**src/rtl/coin_acceptor_frontend_pkg.sv**
```systemverilog
// Shared types for the coin acceptor front end: coin codes, coin values and
// the output FSM state encoding.
package coin_pkg;

  typedef enum logic [1:0] {
    COIN_NONE = 2'b00,
    COIN_5    = 2'b01,
    COIN_10   = 2'b10,
    COIN_20   = 2'b11
  } coin_e;

  localparam int unsigned COIN_VAL_5  = 5;
  localparam int unsigned COIN_VAL_10 = 10;
  localparam int unsigned COIN_VAL_20 = 20;

  typedef enum logic [1:0] {
    IDLE = 2'b00,
    EMIT = 2'b01,
    GAP  = 2'b10
  } out_state_e;

  function automatic logic [4:0] coin_value(coin_e code);
    case (code)
      COIN_5:  return 5'(COIN_VAL_5);
      COIN_10: return 5'(COIN_VAL_10);
      COIN_20: return 5'(COIN_VAL_20);
      default: return 5'd0;
    endcase
  endfunction

endpackage

```
**src/rtl/coin_acceptor_frontend_if.sv**
```systemverilog
// Sensor/vending-side bundle of the coin acceptor front end. audit_total is
// present only when COIN_AUDIT_EN is defined.
interface coin_acceptor_frontend_if #(
  parameter int FIFO_DEPTH = 4
);
  import coin_pkg::*;

  localparam int CW = $clog2(FIFO_DEPTH) + 1;

  logic          coin_raw_5;
  logic          coin_raw_10;
  logic          coin_raw_20;
  logic          hold;
  coin_e         coin_code;
  logic [CW-1:0] fifo_count;
  logic          overflow;
  logic          reject;
`ifdef COIN_AUDIT_EN
  logic [15:0]   audit_total;
`endif

  modport master (
    output coin_raw_5, coin_raw_10, coin_raw_20, hold,
    input  coin_code, fifo_count, overflow, reject
`ifdef COIN_AUDIT_EN
    , input audit_total
`endif
  );

  modport slave (
    input  coin_raw_5, coin_raw_10, coin_raw_20, hold,
    output coin_code, fifo_count, overflow, reject
`ifdef COIN_AUDIT_EN
    , output audit_total
`endif
  );

endinterface

```
**src/rtl/coin_acceptor_frontend_debounce.sv**
```systemverilog
// One sensor channel: 2-flop synchroniser, debounce counter and a registered
// rising-edge pulse of the debounced level.
module coin_debounce #(
  parameter int DEBOUNCE_CYCLES = 4
) (
  input  logic clk,
  input  logic rst_n,
  input  logic i_raw,
  output logic o_rise
);

  logic [1:0] r_sync;
  logic [7:0] r_cnt;
  logic       r_level;
  logic       r_level_d;
  logic       r_rise;

  // NOTE: state updates use <= so every flop samples pre-edge values,
  // regardless of statement order inside the block.
  always_ff @(posedge clk or negedge rst_n) begin
    if (!rst_n) begin
      r_sync    <= 2'b00;
      r_cnt     <= 8'd0;
      r_level   <= 1'b0;
      r_level_d <= 1'b0;
      r_rise    <= 1'b0;
    end else begin
      r_sync    <= {r_sync[0], i_raw};
      r_level_d <= r_level;
      r_rise    <= r_level & ~r_level_d;
      if (r_sync[1] == r_level) begin
        r_cnt <= 8'd0;
      end else if (r_cnt == 8'(DEBOUNCE_CYCLES - 1)) begin
        // This is the DEBOUNCE_CYCLES-th consecutive cycle of disagreement.
        r_level <= r_sync[1];
        r_cnt   <= 8'd0;
      end else begin
        r_cnt <= r_cnt + 8'd1;
      end
    end
  end

  assign o_rise = r_rise;

endmodule

```
**src/rtl/coin_acceptor_frontend.sv**
```systemverilog
// Coin sensor conditioning: debounce, one event per coin, FIFO, and a
// single-cycle coin code followed by a gap. COIN_AUDIT_EN adds audit_total.
module coin_acceptor_frontend
  import coin_pkg::*;
#(
  parameter int DEBOUNCE_CYCLES = 4,
  parameter int FIFO_DEPTH      = 4
) (
  input  logic                     clk,
  input  logic                     rst_n,
  coin_acceptor_frontend_if.slave  bus
);

  localparam int AW = $clog2(FIFO_DEPTH);
  localparam int CW = AW + 1;

  logic [2:0]    w_rise;
  logic          w_push;
  logic          w_multi;
  coin_e         w_push_code;
  logic          w_pop;
  logic          w_wr_en;
  logic          w_full;
  logic          w_empty;
  logic [CW-1:0] w_count;
  coin_e         w_head;
  out_state_e    w_state_next;

  coin_e         r_mem [FIFO_DEPTH];
  logic [CW-1:0] r_wr_ptr;
  logic [CW-1:0] r_rd_ptr;
  logic          r_overflow;
  logic          r_reject;
  coin_e         r_code;
  out_state_e    r_state;

  coin_debounce #(.DEBOUNCE_CYCLES(DEBOUNCE_CYCLES)) u_db_5 (
    .clk(clk), .rst_n(rst_n), .i_raw(bus.coin_raw_5),  .o_rise(w_rise[0]));
  coin_debounce #(.DEBOUNCE_CYCLES(DEBOUNCE_CYCLES)) u_db_10 (
    .clk(clk), .rst_n(rst_n), .i_raw(bus.coin_raw_10), .o_rise(w_rise[1]));
  coin_debounce #(.DEBOUNCE_CYCLES(DEBOUNCE_CYCLES)) u_db_20 (
    .clk(clk), .rst_n(rst_n), .i_raw(bus.coin_raw_20), .o_rise(w_rise[2]));

  // NOTE: every output of a combinational block gets a default first, so no
  // path leaves it unassigned and no latch is inferred.
  always_comb begin
    w_push      = 1'b0;
    w_multi     = 1'b0;
    w_push_code = COIN_NONE;
    case (w_rise)
      3'b000: ;
      3'b001: begin w_push = 1'b1; w_push_code = COIN_5;  end
      3'b010: begin w_push = 1'b1; w_push_code = COIN_10; end
      3'b100: begin w_push = 1'b1; w_push_code = COIN_20; end
      default: w_multi = 1'b1;
    endcase
  end

  assign w_count = r_wr_ptr - r_rd_ptr;
  assign w_full  = (w_count == CW'(FIFO_DEPTH));
  assign w_empty = (w_count == '0);
  assign w_head  = r_mem[r_rd_ptr[AW-1:0]];
  // A pop frees the head slot on the same edge, so a full FIFO still accepts.
  assign w_wr_en = w_push & (~w_full | w_pop);

  always_comb begin
    w_state_next = r_state;
    w_pop        = 1'b0;
    unique case (r_state)
      IDLE: begin
        if (!bus.hold && !w_empty) begin
          w_pop        = 1'b1;
          w_state_next = EMIT;
        end
      end
      EMIT:    w_state_next = GAP;
      GAP:     w_state_next = IDLE;
      default: w_state_next = IDLE;
    endcase
  end

  always_ff @(posedge clk or negedge rst_n) begin
    if (!rst_n) begin
      r_state    <= IDLE;
      r_code     <= COIN_NONE;
      r_wr_ptr   <= '0;
      r_rd_ptr   <= '0;
      r_overflow <= 1'b0;
      r_reject   <= 1'b0;
    end else begin
      r_state  <= w_state_next;
      r_code   <= w_pop ? w_head : COIN_NONE;
      r_reject <= w_multi;
      if (w_wr_en) r_wr_ptr <= r_wr_ptr + CW'(1);
      if (w_pop)   r_rd_ptr <= r_rd_ptr + CW'(1);
      if (w_push && w_full && !w_pop) r_overflow <= 1'b1;
    end
  end

  // NOTE: storage has no reset; the pointers alone decide which entries are
  // valid, so resetting the array would only add reset fan-out.
  always_ff @(posedge clk) begin
    if (w_wr_en) r_mem[r_wr_ptr[AW-1:0]] <= w_push_code;
  end

  assign bus.coin_code  = r_code;
  assign bus.fifo_count = w_count;
  assign bus.overflow   = r_overflow;
  assign bus.reject     = r_reject;

`ifdef COIN_AUDIT_EN
  logic [15:0] r_audit;
  logic [16:0] w_audit_sum;

  assign w_audit_sum = {1'b0, r_audit} + 17'(coin_value(r_code));

  always_ff @(posedge clk or negedge rst_n) begin
    if (!rst_n) r_audit <= 16'd0;
    else        r_audit <= w_audit_sum[16] ? 16'hFFFF : w_audit_sum[15:0];
  end

  assign bus.audit_total = r_audit;
`endif

endmodule

```
**src/flat_wrapper.sv**
```systemverilog
// flat-port wrapper written by rule: the top's interface ports become plain ports
module coin_acceptor_frontend_flat import coin_pkg::*;
#(
  parameter int DEBOUNCE_CYCLES = 4,
  parameter int FIFO_DEPTH      = 4
)
  (clk, rst_n, bus_coin_raw_5, bus_coin_raw_10, bus_coin_raw_20, bus_hold, bus_coin_code, bus_fifo_count, bus_overflow, bus_reject);
  coin_acceptor_frontend_if #(.FIFO_DEPTH(FIFO_DEPTH)) bus_i ();
  input  logic clk;
  input  logic rst_n;
  input wire logic [$bits(bus_i.coin_raw_5)-1:0] bus_coin_raw_5;
  input wire logic [$bits(bus_i.coin_raw_10)-1:0] bus_coin_raw_10;
  input wire logic [$bits(bus_i.coin_raw_20)-1:0] bus_coin_raw_20;
  input wire logic [$bits(bus_i.hold)-1:0] bus_hold;
  output wire logic [$bits(bus_i.coin_code)-1:0] bus_coin_code;
  output wire logic [$bits(bus_i.fifo_count)-1:0] bus_fifo_count;
  output wire logic [$bits(bus_i.overflow)-1:0] bus_overflow;
  output wire logic [$bits(bus_i.reject)-1:0] bus_reject;
  assign bus_i.coin_raw_5 = bus_coin_raw_5;
  assign bus_i.coin_raw_10 = bus_coin_raw_10;
  assign bus_i.coin_raw_20 = bus_coin_raw_20;
  assign bus_i.hold = bus_hold;
  assign bus_coin_code = bus_i.coin_code;
  assign bus_fifo_count = bus_i.fifo_count;
  assign bus_overflow = bus_i.overflow;
  assign bus_reject = bus_i.reject;
  coin_acceptor_frontend #(.DEBOUNCE_CYCLES(DEBOUNCE_CYCLES), .FIFO_DEPTH(FIFO_DEPTH)) u_core (.clk(clk), .rst_n(rst_n), .bus(bus_i));
endmodule
```
**config.mk**
```make
export PLATFORM = sky130hd
export DESIGN_NAME = coin_acceptor_frontend_flat
export DESIGN_NICKNAME = d
export VERILOG_FILES = /design/src/rtl/coin_acceptor_frontend_pkg.sv /design/src/rtl/coin_acceptor_frontend_if.sv /design/src/rtl/coin_acceptor_frontend_debounce.sv /design/src/rtl/coin_acceptor_frontend.sv /design/src/flat_wrapper.sv
export SDC_FILE = /design/constraint.sdc
export NUM_CORES = 1
export LEC_CHECK = 0
export ABC_AREA = 1
export BUFFER_PORTS_ARGS = -buffer_cell sky130_fd_sc_hd__buf_2
export CAP_MARGIN = 20
export CORE_ASPECT_RATIO = 1.5
export CORE_MARGIN = 2
export CORE_UTILIZATION = 41
export CTS_CLUSTER_SIZE = 25
export DETAILED_ROUTE_END_ITERATION = 10
export GPL_ROUTABILITY_DRIVEN = 1
export PLACE_DENSITY = 0.62
export SLEW_MARGIN = 25
export SYNTH_ARGS = -nofsm -noshare
export SYNTH_HDL_FRONTEND = slang
export SYNTH_SLANG_ARGS = --single-unit
```
**constraint.sdc**
```tcl
create_clock -name clk -period 1.9 [get_ports clk]
set_input_delay 0.38 -clock clk [delete_from_list [all_inputs] [get_ports clk]]
set_output_delay 0.38 -clock clk [all_outputs]
set_load 0.02 [all_outputs]
```
; ---- Word level (Yosys, flattened, before mapping)
; Memories as Yosys holds them, arrays and structs flattened.
; Index checks and enable logic that the tools add are counted.
[totals]
register_bits = 51
mem_count = 1
ram_bits = 8
[op_classes]
n_reduce_logical = 14
n_eq_ne = 12
n_bitwise = 12
n_addsub = 6
muxes = 16
[mem_list]
columns = name, words, width, rd, rd_clocked_by_memory_dff, wr, line
row1 = u_core.r_mem, 4, 2, 1, 0, 1, coin_acceptor_frontend.sv:29  ; coin_e r_mem [FIFO_DEPTH];
[op_table]
columns = operator, n
row1 = two-way mux 8 bit, 6
row2 = adder 8 x 1 -> 8 bit (second input constant), 3
row3 = == test 8 x 2 -> 1 bit (second input constant), 3
row4 = NOT 1 bit, 7
row5 = adder 3 x 1 -> 3 bit (second input constant), 2
row6 = == test 3 bit (second input constant), 2
row7 = logical NOT 3 bit, 2
row8 = two-way mux 1 bit, 6
row9 = case mux 2 bit (3 select lines), 1
row10 = AND reduction 2 bit, 3
row11 = bitwise AND 1 bit, 4
row12 = two-way mux 2 bit, 2
row13 = case mux 2 bit (2 select lines), 1
row14 = OR reduction 4 bit, 1
row15 = == test 1 bit, 3
row16 = == test 3 x 1 -> 1 bit (second input constant), 1
row17 = == test 3 x 2 -> 1 bit (second input constant), 1
row18 = logical AND 1 bit, 3
row19 = logical NOT 1 bit, 3
row20 = OR reduction 3 bit, 1
row21 = subtractor 3 bit, 1
row22 = == test 2 x 1 -> 1 bit (second input constant), 1
row23 = logical NOT 2 bit, 1
row24 = != test 2 x 1 -> 1 bit (second input constant), 1
row25 = bitwise OR 1 bit, 1

; ---- Logic depth before layout (Yosys ltp)
; Gate-level depths: netlist of the first run.
[depth]
ltp_word = 10
ltp_mapped = 11
depth_no_buf = 11

; ---- Cells and area by module
; Synthesis of the first run repeated with hierarchy kept, for this count alone.
[hier_totals]
cells_unflattened = 314
hier_area_um2 = 2846.5
[by_module_without_submodules]
columns = mod, instances, seq_area_each_um2, area_per_inst_um2, cells_each
row1 = coin_debounce, 3, 325.3, 596.8, 66
row2 = coin_acceptor_frontend, 1, 540.5, 1056.0, 116

; ---- Least setup slack after synthesis of the first run
; No wires, ideal clock.
[synth_path]
path_kind = register to register
startpoint = register u_core.r_rd_ptr[0]
endpoint = memory u_core.r_mem[0][0] (netlist bit) (enable)
stages_incl_launch_ff = 8
n_path_buf = 0
arrival_ns = 1.732
slack_ns = -0.074
required_ns = 1.658
cell_sequence = dfrtp_1 ha_1 fa_1 nand2_1 inv_1 o2111ai_4 nand2_4 nor2_1
[synth_via]
elab_chain_len = 10
[synth_rtl]
columns = item, line
row1 = start: declaration, coin_acceptor_frontend.sv:31  ; logic [CW-1:0] r_rd_ptr;
row2 = start signal: assignment, coin_acceptor_frontend.sv:95  ; if (w_pop) r_rd_ptr <= r_rd_ptr + CW'(1);
row3 = subtractor 3 bit (*), coin_acceptor_frontend.sv:59  ; assign w_count = r_wr_ptr - r_rd_ptr;
row4 = logical NOT 3 bit, coin_acceptor_frontend.sv:61  ; assign w_empty = (w_count == '0);
row5 = logical NOT 1 bit, coin_acceptor_frontend.sv:71  ; if (!bus.hold && !w_empty) begin
row6 = logical AND 1 bit, coin_acceptor_frontend.sv:71
row7 = two-way mux 1 bit, coin_acceptor_frontend.sv:71
row8 = two-way mux 1 bit, coin_acceptor_frontend.sv:69  ; unique case (r_state)
row9 = bitwise OR 1 bit (*), coin_acceptor_frontend.sv:64  ; assign w_wr_en = w_push & (~w_full | w_pop);
row10 = bitwise AND 1 bit (*), coin_acceptor_frontend.sv:64
row11 = two-way mux 1 bit (*), coin_acceptor_frontend.sv:103  ; if (w_wr_en) r_mem[r_wr_ptr[AW-1:0]] <= w_push_code;
row12 = two-way mux 1 bit (implied by the code) (*), coin_acceptor_frontend.sv:103
row13 = end: declaration, coin_acceptor_frontend.sv:29
; Mark *: on every way between the ends. The rest lies on a longest branch, timed or not.

; ---- Worst setup path in the final report of the first run
[layout_path]
startpoint = register u_core.r_rd_ptr[0]
endpoint = output port bus_fifo_count[2]
[layout_via]
elab_chain_len = 1
[layout_rtl]
columns = item, line
row1 = subtractor 3 bit, coin_acceptor_frontend.sv:59
row2 = end: declaration, flat_wrapper.sv:16  ; output wire logic [$bits(bus_i.fifo_count)-1:0] bus_fifo_count;
; Every way passes these cells.

==> results.md, run 1 <==
* Number of buffers created by CTS at 9
* Most frequent cells in the layout: dfrtp_1 (51), nor2_1 (44), inv_1 (34)
* Combinational fraction of design power at 0.436
* Root Buffer: clkbuf_8
* Drt pass-1 iters at 4
* Cell count after synthesis at 265
* Slew Viols, Final at 0
* Chip width at 69.26 um
* GP Congestion at 0.8229
* Post-synthesis sequential area ratio at 0.5791
* Pin count of the biggest net entering global routing at 21
* Area Growth Syn to Fin at 20.78%
* Startpoint types: flop
* Number of global-route vias before repair at 1864
* Layout cells sized above 1 at 0.2273
* Crit. End Element: primary output
* # diodes at 0
* Most common cell after layout, fill and taps aside: dfrtp_1
* Multi-input gate area at 994.7 um^2
* Cell taking the most area after synthesis: dfrtp_1
* Vias per inst at 4.814
* Final setup fails at 2
* Pwr dens at 1751 mW/mm^2
* Crit-path max FO at 2
* Routed vias at 1839
* P_leak at 1.500 nW
* TritonCTS clock tree: built
* Pint at 0.003437 W
* Max transition margin at 0.6927
* Final #Nets at 319
* YS warnings at 0
* Seq pwr share at 0.345
* Outcome: finished, violations left
* DRC viols at 0
* Failing checks: setup timing
* Avg Cell Area, Syn at 9.882 um^2
* Fin. Hold Viols at 0
* Crit path required time at 1.52 ns
* Synthesized flop and latch total at 59
* Initial drt markers at 116
* Port Buffers at 12
* Synth top area share at 0.4873
* Layout Skew at 0.005590 ns
* Die area at 0.007056 mm^2
* F_max at 0.4995 GHz
* Grt ovf at 0
* WL final at 4.278 mm
* P_sw at 0.002102 W
* Area contributors post-synth: dfrtp_1 (49%), edfxtp_1 (9.2%), nor2_1 (6.7%)
* Initial core utilization at 0.4241
* Global Route Usage Sum at 0.1426
* Setup tns final at -0.1942 ns
* Cell variety after synth at 26
* Unrepaired setup endpoints after global routing: yes
* Switch share at 0.3795
* Fin crit period at 2.002 ns
* Clock tree buffer depth at 2
* I/O Pins at 13
* Fin worst setup slack at -0.1021 ns
* Mapped Nets at 281
* Clk sink count at 59
* First-pass GRT wire length at 7.852 mm
* HP Class: primary input to flop
* Layout Utilization at 0.5123
* Final ANT Viol Nets at 0
* Initial antenna violation count at 0
* CP arrival at 1.62 ns
* Dpl hpwl at 3.016 mm
* Worst Max-Slew Pin Slew at 0.4610 ns
* Worst Setup Path Type: flop to primary output
* Final Power at 0.005539 W
* Max-cap viol count at 0
* Mapped Area at 0.002619 mm^2
* Filler cells at 564
* CTS clk-pin slew, worst paths at 0.06 ns
* FF+latch area at 0.001516 mm^2
* Final period utilization at 1.054
* Routed WL per cell at 11.20 um
* Row count at 35
* Clock power frac at 0.219
* Worst skew pair latency at 0.34 ns
* H-tree depth at 3
* Core Box Area at 0.006175 mm^2
* Die Height at 101.9 um
* Max IR drop VDD at 894.9 uV
==> layout make-up <==
class | instances | share of cell area
well taps | 74 | 0.02927
clock inverters | 6 | 0.02532
inverters | 42 | 0.05063
multi-input cells | 164 | 0.3145
clock buffers | 10 | 0.04035
flip-flops and latches | 59 | 0.4794
repair buffers | 27 | 0.06052
==> state kept, by name, indices dropped and copies added (netlist names), 2 cells and up <==
signal / count
u_core.r_mem: 8
u_core.u_db_20.r_sync: 2
u_core.u_db_5.r_cnt: 8
u_core.r_rd_ptr: 3
u_core.u_db_10.r_cnt: 8
u_core.bus.coin_code: 2
u_core.r_wr_ptr: 3
u_core.u_db_10.r_sync: 2
u_core.u_db_5.r_sync: 2
u_core.r_state: 2
u_core.u_db_20.r_cnt: 8
==> Yosys cell counts <==
| cell | count |
|---|---|
| nand2_2 | 2 |
| nand3_4 | 1 |
| o21bai_1 | 1 |
| nor2_1 | 47 |
| nand3_1 | 14 |
| nor3_1 | 6 |
| o21ai_0 | 5 |
| nand3_2 | 1 |
| nor2_2 | 4 |
| xnor2_1 | 5 |
| dfrtp_1 | 51 |
| nand2_1 | 32 |
| nor3b_1 | 5 |
| and3_1 | 1 |
| nand4_1 | 5 |
| a21oi_1 | 11 |
| inv_1 | 39 |
| o21ai_1 | 2 |
| fa_1 | 1 |
| nor3_2 | 1 |
| o2111ai_4 | 1 |
| xor2_1 | 6 |
| edfxtp_1 | 8 |
| ha_1 | 9 |
| nand2_4 | 4 |
| inv_2 | 3 |
==> per-layer routing <==
| layer | vias to the layer above | wire length [um] | track usage |
|---|---|---|---|
| met1 | 898 | 1800 | 0.1537 |
| met5 | - | 0 | 0 |
| met2 | 17 | 2252 | 0.2470 |
| met4 | 0 | 97 | 0.08597 |
| li1 | 915 | - | - |
| met3 | 9 | 127 | 0.04339 |
==> worst paths after layout <==
kind | startpoint | endpoint | slack, ns | cells past startpoint
max | u_core.r_rd_ptr[0] | bus_fifo_count[2] | -0.10 | 7
min | bus_coin_raw_10 | u_core.u_db_10.r_sync[0] | 0.15 | 1
max reg2reg | u_core.r_rd_ptr[0] | u_core.r_mem[0][1] | 0.03 | 8
min reg2reg | u_core.u_db_10.r_sync[0] | u_core.u_db_10.r_sync[1] | 0.35 | 0
max in group asynchronous | rst_n | u_core.u_db_5.r_cnt[6] | 0.79 | 3
min in group asynchronous | rst_n | u_core.r_state[1] | 0.52 | 2
==> logic make-up (layout without fill, tap and decap cells) <==
| kind of cell | count (synthesis) | in the layout | synth area share |
|---|---|---|---|
| buffers and inverters | 42 | 85 | 0.06020 |
| and+or+nand+nor | 123 | 123 | 0.2260 |
| adders and majority gates | 10 | 10 | 0.05065 |
| DFF | 59 | 59 | 0.5791 |
| xor gates and xnor gates | 11 | 11 | 0.03679 |
| AOI/OAI and AO/OA | 20 | 20 | 0.04730 |
==> stage by stage <==
stage               instances  cell area [um^2]  hold slack (ns)  setup slack [ns]
floorplan                 265              2629          0.08441          0.008890
global placement          358              2834           0.3349           0.06984
detailed placement        358              2834           0.3364           0.03798
CTS                       378              3107           0.1373           -0.1089
global route              382              3163           0.1279           -0.1603
finish                    382              3163           0.1456           -0.1021
==> what timing repair did <==
action                     4_1_cts  5_1_grt
hold buffers                     1        0
resized for setup               10        7
pin swaps                        4        3
hold endpoints to repair         3        0
buffers inserted                 3        4
setup endpoints to repair        2       11
==> worst max-delay path, cell delays in order, from the launching register on <==
cell and delay [ns]:
dfrtp_1 0.41, ha_4 0.17, fa_2 0.37, inv_2 0.08
nand2_4 0.05, nand2_4 0.05, inv_2 0.03, buf_6 0.12
==> power groups by stage <==
stage / combinational [W] / sequential (W) / clock [W]
global route: 0.00268 / 0.00196 / 0.00131
floorplan: 0.00138 / 0.00196 / 0
detailed placement: 0.00195 / 0.00193 / 0
finish: 0.00242 / 0.00191 / 0.00121
CTS: 0.00216 / 0.00191 / 0.00124
global placement: 0.00191 / 0.00192 / 0
(Power assumes the default switching activity.)
==> inputs of run 2 (changes only) <==
Settings changed: PLACE_DENSITY 0.62 to unset, RECOVER_POWER set to 50, SYNTH_HIERARCHICAL set to 1.
==> results.md, run 2 <==
* Startpoint types: flop
* Cell count after synthesis at 314
* Chip width at 72.03 um
* Share of flip-flops with an asynchronous set or reset at 0.8644
* Cell variety after synth at 23
* F_max at 0.4688 GHz
* Seq pwr share at 0.357
* Layout Skew at 0.009584 ns
* Avg Cell Area, Syn at 9.065 um^2
* Number of global-route vias before repair at 1986
* Routed vias at 2028
* CTS clk-pin slew, worst paths at 0.07 ns
* GP Congestion at 0.7848
* Number of buffers created by CTS at 9
* CP arrival at 1.75 ns
* P_sw at 0.002153 W
* Worst Max-Slew Pin Slew at 1.248 ns
* Crit. End Element: primary output
* Max IR drop VDD at 742.1 uV
* Post-synth top cells: nand2_1 (66), nor2_1 (52), dfrtp_1 (51)
* Initial antenna violation count at 0
* Area Growth Syn to Fin at 18.55%
* Drt pass-1 iters at 4
* Most frequent cell after synthesis: nand2_1
* Max transition margin at 0.1681
* Layout Utilization at 0.4959
* Post-synthesis sequential area ratio at 0.5327
* Worst Reg-to-Reg Cells at 11
* Clock tree buffer depth at 2
* Final #Nets at 372
* Crit path required time at 1.52 ns
* Slew Viols, Final at 0
* Failing checks: setup timing
* H-tree depth at 3
* Die area at 0.007639 mm^2
* Final Cell Area at 0.003374 mm^2
* Row count at 37
* Mapped Area at 0.002846 mm^2
* Layout cells sized above 1 at 0.2374
* Hold Path Depth at 1
* Pin count of the biggest net entering global routing at 52
* DRC viols at 0
* Placed Instance Area at 0.003069 mm^2
* Initial drt markers at 82
* Switch share at 0.4046
* # diodes at 0
* Synth top area share at 0.4484
* Combinational fraction of design power at 0.452
* Crit-path max FO at 3
* Root Buffer: clkbuf_8
* Post-synth EDFFs at 8
* Worst skew pair latency at 0.34 ns
* TritonCTS clock tree: built
* Final setup fails at 13
* Final period utilization at 1.123
* Vias per inst at 4.651
* Area contributors post-synth: dfrtp_1 (45%), nand2_1 (8.7%), edfxtp_1 (8.4%)
* Core Box Area at 0.006805 mm^2
* Pint at 0.003167 W
* Final ANT Viol Nets at 0
* Synthesized flop and latch total at 59
* Dpl hpwl at 3.394 mm
* Outcome: finished, violations left
* First-pass GRT wire length at 8.445 mm
* Unrepaired setup endpoints after global routing: yes
* Grt ovf at 0
* Routed WL per cell at 11.04 um
* Max-cap viol count at 0
* Cell taking the most area after synthesis: dfrtp_1
* YS warnings at 6
* Die Height at 106.1 um
* Clock power frac at 0.191
* HP Class: primary input to flop
* Fin. Hold Viols at 0
* Fin crit period at 2.133 ns
* Most common cell after layout, fill and taps aside: nand2_1
* Port Buffers at 12
* Fin worst setup slack at -0.2330 ns
* Initial core utilization at 0.4183
* Worst Setup Path Type: flop to primary output
* P_leak at 1.627 nW
* Pwr dens at 1577 mW/mm^2
* Clk sink count at 59
* Top FF cell, synth: dfrtp_1
* Mapped Nets at 333
* WL final at 4.813 mm
* Global Route Usage Sum at 0.1449
* Most frequent cells in the layout: nand2_1 (65), dfrtp_1 (51), nor2_1 (49)
* I/O Pins at 13
run 2: power groups by stage:
stage | Combinational, W | Clock [W] | Sequential (W)
4_1_cts | 0.00227 | 0.00106 | 0.00190
2_1_floorplan | 0.00132 | 0 | 0.00194
3_3_place_gp | 0.00187 | 0 | 0.00191
6_report | 0.00240 | 0.00101 | 0.00190
5_1_grt | 0.00268 | 0.00111 | 0.00196
3_5_place_dp | 0.00191 | 0 | 0.00192
run 2: layer usage:
layer	routed length, um	global-route usage
met2	2631	0.2579
met4	89	0.07412
met5	0	0
met3	136	0.04076
met1	1955	0.1517
run 2: final timing paths:
kind                            slack, ns                       end                startpoint
worst min-delay path                 0.15   u_core/u_db_5/r_sync[0]            bus_coin_raw_5
worst max register to register      -0.15        u_core/r_mem[2][0]        u_core/r_rd_ptr[0]
worst min register to register       0.35  u_core/u_db_10/r_sync[1]  u_core/u_db_10/r_sync[0]
min in group asynchronous            0.37   u_core/bus.coin_code[0]                     rst_n
worst max-delay path                -0.23         bus_fifo_count[2]        u_core/r_rd_ptr[0]
max in group asynchronous            0.75   u_core/u_db_10/r_cnt[2]                     rst_n
run 2: worst max-delay path, stage by stage (launching register included):
cell	delay, ns
dfrtp_1	0.42
ha_4	0.17
fa_2	0.36
inv_2	0.08
nand2_2	0.05
nand2_1	0.06
nand2_1	0.05
nand2_2	0.08
inv_2	0.04
buf_6	0.12
run 2: logic make-up after synthesis:
kind of cell	after synthesis	share of synthesized area
and+or+nand+nor	169	0.2699
adders and majority gates	13	0.05978
xor gates and xnor gates	14	0.05099
buffers and inverters	45	0.05934
DFF	59	0.5327
AOI/OAI and AO/OA	14	0.02725
run 2: cell type report:
cell class / count / area (um^2)
fill: 635 / 3431
timing repair buffer: 28 / 197.7
clock buffer: 9 / 123.9
multi-input combinational: 210 / 1216
sequential: 59 / 1516
tap: 78 / 97.59
inverter: 45 / 168.9
clock inverter: 7 / 53.80
run 2: repair_timing:
action / 4_1_cts / 5_1_grt
setup buffers: 9 / 2
hold buffers: 0 / 0
setup endpoints to repair: 4 / 16
endpoints found under the hold margin: 0 / 0
pin swaps: 6 / 5
resized for setup: 19 / 5
run 2: stage by stage:
step	setup slack [ns]	total power, W	hold slack, ns	setup TNS [ns]	instances
3_5_place_dp	-0.05145	0.003833	0.3347	-0.05145	411
3_3_place_gp	0.001238	0.003781	0.3339	0	411
6_report	-0.2330	0.005320	0.1463	-1.446	436
2_1_floorplan	0.01575	0.003264	0.08441	0	314
5_1_grt	-0.3190	0.005741	0.1271	-2.803	436
4_1_cts	-0.2671	0.005232	0.02194	-0.6524	434
